File: config.mk
export PLATFORM = sky130hd
export DESIGN_NAME = execute_stage
export DESIGN_NICKNAME = d
export VERILOG_FILES = /design/src/rtl/riscv_ex_pkg.sv /design/src/rtl/execute_stage_muldiv.sv /design/src/rtl/execute_stage.sv
export SDC_FILE = /design/constraint.sdc
export NUM_CORES = 2
export LEC_CHECK = 0
export ABC_CLOCK_PERIOD_IN_PS = 6970
export CORE_AREA = 2 2 326 328
export DETAILED_ROUTE_END_ITERATION = 12
export DIE_AREA = 0 0 328 330
export DONT_BUFFER_PORTS = 1
export PLACE_DENSITY_LB_ADDON = 0.2
export SETUP_SLACK_MARGIN = 0.3
export SYNTH_ARGS = -nofsm -noshare
export SYNTH_HDL_FRONTEND = slang
export SYNTH_HIERARCHICAL = 1
export SYNTH_SLANG_ARGS = --single-unit
File: constraint.sdc
create_clock -name clk -period 6.97 [get_ports clk]
set_input_delay 1.394 -clock clk [delete_from_list [all_inputs] [get_ports clk]]
set_output_delay 1.394 -clock clk [all_outputs]
set_load 0.01 [all_outputs]
File: src/rtl/riscv_ex_pkg.sv
// riscv_ex_pkg: shared encodings for the RV32IM execute stage
package riscv_ex_pkg;
   typedef enum logic [3:0] {
      ALU_ADD, ALU_SUB, ALU_AND, ALU_OR, ALU_XOR, ALU_SLT,
      ALU_SLTU, ALU_SLL, ALU_SRL, ALU_SRA, ALU_PASSB
   } alu_op_t;
   typedef enum logic [2:0] {
      MD_MUL, MD_MULH, MD_MULHSU, MD_MULHU, MD_DIV, MD_DIVU, MD_REM, MD_REMU
   } md_op_t;
   typedef enum logic [1:0] {MD_IDLE, MD_RUN, MD_DONE} md_state_t;
   localparam logic [1:0] FWD_REG = 2'b00;
   localparam logic [1:0] FWD_W   = 2'b01;
   localparam logic [1:0] FWD_M   = 2'b10;
   localparam logic [2:0] F3_BEQ  = 3'b000;
   localparam logic [2:0] F3_BNE  = 3'b001;
   localparam logic [2:0] F3_BLT  = 3'b100;
   localparam logic [2:0] F3_BGE  = 3'b101;
   localparam logic [2:0] F3_BLTU = 3'b110;
   localparam logic [2:0] F3_BGEU = 3'b111;
endpackage

File: src/rtl/execute_stage_muldiv.sv
// muldiv_unit: iterative shift-add multiplier / restoring divider on magnitudes,
// with the sign applied once at the end and divide corner cases resolved at launch.
module muldiv_unit
   import riscv_ex_pkg::*;
#(
   parameter int XLEN      = 32,
   parameter int MD_CYCLES = 32
) (
   input  logic            clk,
   input  logic            reset,
   input  logic            md_en,
   input  md_op_t          md_op,
   input  logic [XLEN-1:0] src_a,
   input  logic [XLEN-1:0] src_b,
   output logic            busy,
   output logic            done,
   output logic [XLEN-1:0] result
);
   localparam int CW = (MD_CYCLES > 1) ? $clog2(MD_CYCLES) : 1;
   localparam logic [XLEN-1:0] MIN = {1'b1, {(XLEN-1){1'b0}}};

   md_state_t state, state_n;
   md_op_t op;
   logic [CW-1:0] count;
   logic neg;
   logic [XLEN-1:0] divisor, hi, lo;
   logic sgn_a, sgn_b, sa, sb, neg_n, div0, ovf, special, last, ge;
   logic [XLEN-1:0] abs_a, abs_b, special_res, mul_hi, mul_lo, div_hi, div_lo;
   logic [XLEN-1:0] step_hi, step_lo, q, r, mul_res, fin;
   logic [XLEN:0] sum, t;
   logic [2*XLEN-1:0] prod, prod_fix;

   assign sgn_a   = !(md_op == MD_MULHU || md_op == MD_DIVU || md_op == MD_REMU);
   assign sgn_b   = sgn_a && md_op != MD_MULHSU;
   assign sa      = sgn_a & src_a[XLEN-1];
   assign sb      = sgn_b & src_b[XLEN-1];
   assign abs_a   = sa ? -src_a : src_a;
   assign abs_b   = sb ? -src_b : src_b;
   // a remainder takes the dividend's sign, everything else the product of signs
   assign neg_n   = (md_op[2] & md_op[1]) ? sa : sa ^ sb;
   assign div0    = md_op[2] && src_b == '0;
   assign ovf     = md_op[2] && !md_op[0] && src_a == MIN && src_b == '1;
   assign special = div0 | ovf;
   assign special_res = div0 ? (md_op[1] ? src_a : '1) : (md_op[1] ? '0 : MIN);

   assign sum     = {1'b0, hi} + (lo[0] ? {1'b0, divisor} : '0);
   assign mul_hi  = sum[XLEN:1];
   assign mul_lo  = {sum[0], lo[XLEN-1:1]};
   assign t       = {hi, lo[XLEN-1]};
   assign ge      = t >= {1'b0, divisor};
   assign div_hi  = ge ? t[XLEN-1:0] - divisor : t[XLEN-1:0];
   assign div_lo  = {lo[XLEN-2:0], ge};
   assign step_hi = op[2] ? div_hi : mul_hi;
   assign step_lo = op[2] ? div_lo : mul_lo;

   assign prod     = {step_hi, step_lo};
   assign prod_fix = neg ? -prod : prod;
   assign mul_res  = (op == MD_MUL) ? prod_fix[XLEN-1:0] : prod_fix[2*XLEN-1:XLEN];
   assign q        = neg ? -step_lo : step_lo;
   assign r        = neg ? -step_hi : step_hi;
   assign fin      = op[2] ? (op[1] ? r : q) : mul_res;
   assign last     = count == CW'(MD_CYCLES - 1);

   assign busy = (state == MD_IDLE && md_en) || state == MD_RUN;
   assign done = state == MD_DONE;

   always_comb begin
      state_n = state;
      case (state)
         MD_IDLE: state_n = md_en ? (special ? MD_DONE : MD_RUN) : MD_IDLE;
         MD_RUN:  state_n = last ? MD_DONE : MD_RUN;
         default: state_n = MD_IDLE;
      endcase
   end

   always_ff @(posedge clk)
      state <= reset ? MD_IDLE : state_n;

   always_ff @(posedge clk) begin
      if (reset) begin
         op      <= MD_MUL;
         count   <= '0;
         neg     <= 1'b0;
         divisor <= '0;
         hi      <= '0;
         lo      <= '0;
         result  <= '0;
      end else if (state == MD_IDLE && md_en) begin
         op      <= md_op;
         count   <= '0;
         neg     <= neg_n;
         divisor <= abs_b;
         hi      <= '0;
         lo      <= abs_a;
         if (special) result <= special_res;
      end else if (state == MD_RUN) begin
         hi    <= step_hi;
         lo    <= step_lo;
         count <= count + 1'b1;
         if (last) result <= fin;
      end
   end
endmodule

File: src/rtl/execute_stage.sv
// execute_stage: forwarding, ALU, branch resolution and target generation;
// M-extension ops are delegated to muldiv_unit, which stalls the pipe while busy.
module execute_stage
   import riscv_ex_pkg::*;
#(
   parameter int XLEN      = 32,
   parameter int MD_CYCLES = 32
) (
   input  logic            clk,
   input  logic            reset,
   input  logic [XLEN-1:0] rd1_e,
   input  logic [XLEN-1:0] rd2_e,
   input  logic [XLEN-1:0] pc_e,
   input  logic [XLEN-1:0] imm_ext_e,
   input  logic [XLEN-1:0] pc_plus4_e,
   input  logic [XLEN-1:0] alu_result_m,
   input  logic [XLEN-1:0] result_w,
   input  logic [1:0]      forward_a_e,
   input  logic [1:0]      forward_b_e,
   input  logic [3:0]      alu_control_e,
   input  logic            alu_src_e,
   input  logic            branch_e,
   input  logic            jump_e,
   input  logic            jalr_e,
   input  logic [2:0]      funct3_e,
   input  logic            md_en_e,
   input  logic [2:0]      md_op_e,
   output logic [XLEN-1:0] alu_result_e,
   output logic [XLEN-1:0] write_data_e,
   output logic [XLEN-1:0] pc_target_e,
   output logic            pc_src_e,
   output logic            md_busy_e
);
   localparam int SW = $clog2(XLEN);

   logic [XLEN-1:0] src_a, fwd_b, src_b, alu_out, jalr_sum, md_result;
   logic [SW-1:0] shamt;
   logic cond, md_done, unused_pc_plus4;

   // PC+4 is carried to writeback by the later pipeline registers, not used here
   assign unused_pc_plus4 = ^pc_plus4_e;

   assign src_a = forward_a_e == FWD_W ? result_w : forward_a_e == FWD_M ? alu_result_m : rd1_e;
   assign fwd_b = forward_b_e == FWD_W ? result_w : forward_b_e == FWD_M ? alu_result_m : rd2_e;
   assign src_b = alu_src_e ? imm_ext_e : fwd_b;
   assign write_data_e = fwd_b;
   assign shamt = src_b[SW-1:0];

   always_comb begin
      alu_out = '0;
      case (alu_op_t'(alu_control_e))
         ALU_ADD:   alu_out = src_a + src_b;
         ALU_SUB:   alu_out = src_a - src_b;
         ALU_AND:   alu_out = src_a & src_b;
         ALU_OR:    alu_out = src_a | src_b;
         ALU_XOR:   alu_out = src_a ^ src_b;
         ALU_SLT:   alu_out = XLEN'($signed(src_a) < $signed(src_b));
         ALU_SLTU:  alu_out = XLEN'(src_a < src_b);
         ALU_SLL:   alu_out = src_a << shamt;
         ALU_SRL:   alu_out = src_a >> shamt;
         ALU_SRA:   alu_out = $signed(src_a) >>> shamt;
         ALU_PASSB: alu_out = src_b;
         default:   alu_out = '0;
      endcase
   end

   always_comb begin
      cond = 1'b0;
      case (funct3_e)
         F3_BEQ:  cond = src_a == fwd_b;
         F3_BNE:  cond = src_a != fwd_b;
         F3_BLT:  cond = $signed(src_a) < $signed(fwd_b);
         F3_BGE:  cond = $signed(src_a) >= $signed(fwd_b);
         F3_BLTU: cond = src_a < fwd_b;
         F3_BGEU: cond = src_a >= fwd_b;
         default: cond = 1'b0;
      endcase
   end

   assign jalr_sum     = src_a + imm_ext_e;
   assign pc_target_e  = jalr_e ? (jalr_sum & {{(XLEN-1){1'b1}}, 1'b0}) : pc_e + imm_ext_e;
   assign pc_src_e     = jump_e | (branch_e & cond);
   assign alu_result_e = md_done ? md_result : alu_out;

   muldiv_unit #(.XLEN(XLEN), .MD_CYCLES(MD_CYCLES)) u_muldiv (
      .clk    (clk),
      .reset  (reset),
      .md_en  (md_en_e),
      .md_op  (md_op_t'(md_op_e)),
      .src_a  (src_a),
      .src_b  (src_b),
      .busy   (md_busy_e),
      .done   (md_done),
      .result (md_result)
   );
endmodule

==> results.rst <==
.. list-table::
   :header-rows: 1

   * - Metric
     - Value
   * - WS Path Type
     - in2out
   * - Weighted congestion at the end of routability-driven global placement
     - 1.03
   * - Worst Hold Class
     - reg2reg
   * - Net count, final
     - 5,290
   * - Number of buffers inserted during clock tree synthesis
     - 17
   * - Final Cycle Share
     - 0.955
   * - Maximum number of pins on one net before global-route repair
     - 102
   * - Crit path required time
     - 5580 ps
   * - Yosys cell types
     - 121
   * - Synth top area cells
     - sky130_fd_sc_hd__ha_1 (11%), sky130_fd_sc_hd__dfxtp_1 (8.9%), sky130_fd_sc_hd__a21oi_1 (6.9%), sky130_fd_sc_hd__nor2_1 (5.8%), sky130_fd_sc_hd__o21ai_0 (5.8%)
   * - Setup crit end kind
     - output pin
   * - Input/output buffers
     - 0
   * - Core area
     - 105,000 sq um
   * - End of the worst register-to-register path
     - u_muldiv/result[30]
   * - Fraction of power consumed by the clock network
     - 0.149
   * - R2r setup slk
     - 1300 ps
   * - Number of antenna violations at the first check in global routing
     - 7
   * - Biggest area consumer among synthesized cells
     - sky130_fd_sc_hd__ha_1
   * - Total number of vias
     - 37,700
   * - Global route total overflow
     - 0
   * - Worst IR drop on VDD
     - 0.102 mV
   * - Remaining number of nets flagged by the antenna check after routing
     - 0
   * - Capture endpoint of the worst hold path
     - u_muldiv/count[4]
   * - Clock Skew
     - 12.8 ps
   * - Clock net sink count
     - 139
   * - Worst-Margin Slew
     - 1200 ps
   * - DIE HEIGHT
     - 330 um
   * - Final count of pins violating max slew
     - 0
   * - # Max-Cap Violations
     - 0
   * - All-layer global routing usage
     - 0.311
   * - Clock latency on the worst-skew pair
     - 460 ps
   * - TritonCTS clock tree
     - done
   * - Synthesized instance count
     - 4,579
   * - Minimum setup slack in the final design
     - 312 ps
   * - Post-synth EDFFs
     - 0
   * - Leakage
     - 14.9 nW
   * - Count of H-tree levels built during CTS
     - 4
   * - Remaining design rule violation count
     - 0
   * - Number of non-filler instances in the completed layout
     - 6,173
   * - Die Wd
     - 328 um
   * - Half-perimeter wire length after detailed placement
     - 141,000 um
   * - DR pass1 iterations
     - 8
   * - Part of the total power dissipated in combinational logic
     - 0.708
   * - Die Footprint
     - 108,000 sq um
   * - Initial core utilization
     - 0.298
   * - Clock transition at the registers of the reported paths
     - 60 ps
   * - Fraction of synthesis flops using an asynchronous set or reset pin
     - 0
   * - Post-synthesis cell area
     - 31,100 sq um
   * - Worst Setup Start Kind
     - primary input
   * - Net switching fraction of the power
     - 0.522
   * - Setup WS pre-CTS
     - -182 ps
   * - Relative contribution of sequential cells to total power
     - 0.143
   * - Share of layout cells above drive strength 1
     - 0.172
   * - Per-cell routed wire length
     - 28.5 um
   * - Share of the core filled with cells
     - 0.350
   * - Synth Net Count
     - 5,102
   * - Worst reg2reg path startpoint
     - u_muldiv/divisor[10]
   * - P&R area growth vs syn
     - 17.6%
   * - Syn_area_per_cell
     - 6.80 sq um
   * - Library cell with the highest instance count after synthesis
     - sky130_fd_sc_hd__nor2_1
   * - Placement Cell Area
     - 35,100 sq um
   * - Minimum period implied by the final worst setup slack
     - 6660 ps
   * - Via count of the first global-routing pass
     - 35,100
   * - Largest fanout on the critical path
     - 64
   * - Drt first-iter violations
     - 3,743
   * - Final hold violation count
     - 0
   * - Share of the synthesized area in the top cell type
     - 0.109
   * - Leading register cell type out of synthesis
     - sky130_fd_sc_hd__dfxtp_1
   * - Maximum buffer depth of the clock tree
     - 2
   * - Number of instances on the worst hold path
     - 2
   * - I/O pin count
     - 343
   * - WL final
     - 176,000 um
   * - Source of the worst hold timing path
     - u_muldiv/count[4]
   * - Number of endpoints failing setup at the final stage
     - 0
   * - Yosys warning total
     - 6
   * - Share of the yosys chip area belonging to registers
     - 0.0893
   * - Most common library cells after synthesis
     - sky130_fd_sc_hd__nor2_1 (484), sky130_fd_sc_hd__a21oi_1 (427), sky130_fd_sc_hd__nand2_1 (426)
   * - Post-Layout Inst Area
     - 36,600 sq um
   * - Data arrival time of the critical path
     - 5260 ps
   * - Pint
     - 3.04 mW
   * - Library cell used as clock root buffer
     - sky130_fd_sc_hd__clkbuf_16
   * - Number of synthesized register bits
     - 139
   * - Max-slew headroom at the worst pin
     - 0.189
   * - Cell count of the worst reg-to-reg path
     - 13
   * - Unrepaired setup endpoints after global routing
     - yes
   * - Quantity of hold-fixing buffers added after cts
     - 0
   * - Detailed-route vias per instance
     - 6.10
   * - Placed instance count
     - 6,120
   * - Power per standard cell area
     - 174 nW/um^2
   * - Rows
     - 119
   * - Net switching power figure
     - 3.32 mW
   * - Outcome
     - complete, no violations
   * - Final-layout worst hold slack
     - 463 ps
   * - Maximum achievable frequency
     - 150 MHz
   * - Wire length of the first global-routing pass
     - 250,000 um
[critical path: stages]
cell and delay [ps]:
sky130_fd_sc_hd__mux2_2 340, sky130_fd_sc_hd__o21ai_1 140, sky130_fd_sc_hd__buf_4 150, sky130_fd_sc_hd__nor2_1 50, sky130_fd_sc_hd__a21oi_2 120, sky130_fd_sc_hd__buf_4 160, sky130_fd_sc_hd__inv_1 60, sky130_fd_sc_hd__ha_1 320
sky130_fd_sc_hd__buf_4 170, sky130_fd_sc_hd__nor3_4 160, sky130_fd_sc_hd__o21ai_2 110, sky130_fd_sc_hd__a2111oi_4 360, sky130_fd_sc_hd__a2111oi_4 90, sky130_fd_sc_hd__o221ai_2 170, sky130_fd_sc_hd__buf_4 170, sky130_fd_sc_hd__o41ai_4 90
sky130_fd_sc_hd__buf_4 170, sky130_fd_sc_hd__o2111ai_1 200, sky130_fd_sc_hd__nand3_2 150, sky130_fd_sc_hd__xor2_2 190, sky130_fd_sc_hd__a221o_2 440
[cell usage in the layout (no fill, tap or decap), drive strengths merged, types with 52 or more instances in the layout]
master,instances
a211oi,131
a21o,88
a21oi,434
a31oi,61
and2,52
buf,470
dfxtp,139
ha,272
inv,218
mux2,59
mux2i,172
nand2,429
nand3,87
nor2,487
nor3,113
o211ai,72
o21ai,381
xnor2,149
xor2,90
[per-layer routing]
metal | vias up | share of wire | GRT usage
li1 | 17400 | - | -
met1 | 18200 | 0.43 | 0.403
met2 | 1751 | 0.45 | 0.501
met3 | 344 | 0.073 | 0.0495
met4 | 8 | 0.056 | 0.147
met5 | - | 0.00027 | 0
[flip-flops by register name (all words and copies together), names as in the netlist]
register	count
u_muldiv/lo	32
u_muldiv/divisor	32
u_muldiv/result	32
u_muldiv/state	2
u_muldiv/op	3
u_muldiv/count	5
u_muldiv/neg	1
u_muldiv/hi	32
[logic make-up after synthesis]
family	count (synthesis)	synth area share
simple gates	1488	0.224
buf+inv	521	0.0692
fa+ha+maj	278	0.113
xor+xnor	239	0.0672
flops	139	0.0893
compound gates	1683	0.359
mux	231	0.0774
[what timing repair did]
item,in CTS,in global routing
setup endpoints to repair,16,21
gates resized for setup,57,103
pin swaps,18,39
setup buffers,7,12
[worst max-delay path by stage]
| stage | start | end | cells after the start |
|---|---|---|---|
| after floorplan | forward_b_e[1] | alu_result_e[19] | 21 |
| after global placement | forward_b_e[1] | alu_result_e[0] | 21 |
| after detailed placement | forward_b_e[1] | alu_result_e[0] | 20 |
| after CTS | forward_b_e[1] | alu_result_e[0] | 21 |
| after global routing | forward_b_e[1] | alu_result_e[17] | 24 |
| final | forward_b_e[1] | alu_result_e[31] | 21 |
[power by group through the flow]
stage               clock [mW]  sequential [mW]  combinational (mW)
floorplan                    0            0.885                2.63
global placement             0            0.925                4.23
detailed placement           0            0.925                4.21
CTS                      0.967            0.908                4.29
global route             0.999            0.915                4.77
finish                   0.949            0.910                4.51
[cell type report]
| class | instances | area (sq um) |
|---|---|---|
| Antenna cell | 3 | 7.51 |
| Clock buffer | 18 | 439 |
| Clock inverter | 13 | 143 |
| Fill cell | 11500 | 68100 |
| Inverter | 220 | 826 |
| Multi-Input combinational cell | 3919 | 27100 |
| Sequential cell | 139 | 2790 |
| Tap cell | 1391 | 1740 |
| Timing Repair Buffer | 470 | 3610 |
[per-stage QoR]
step                total power, mW  TNS, ps
finish                         6.37        0
CTS                            6.17        0
floorplan                      3.52        0
global placement               5.15     -240
detailed placement             5.13     -262
global route                   6.68        0
(Power assumes the default switching activity.)
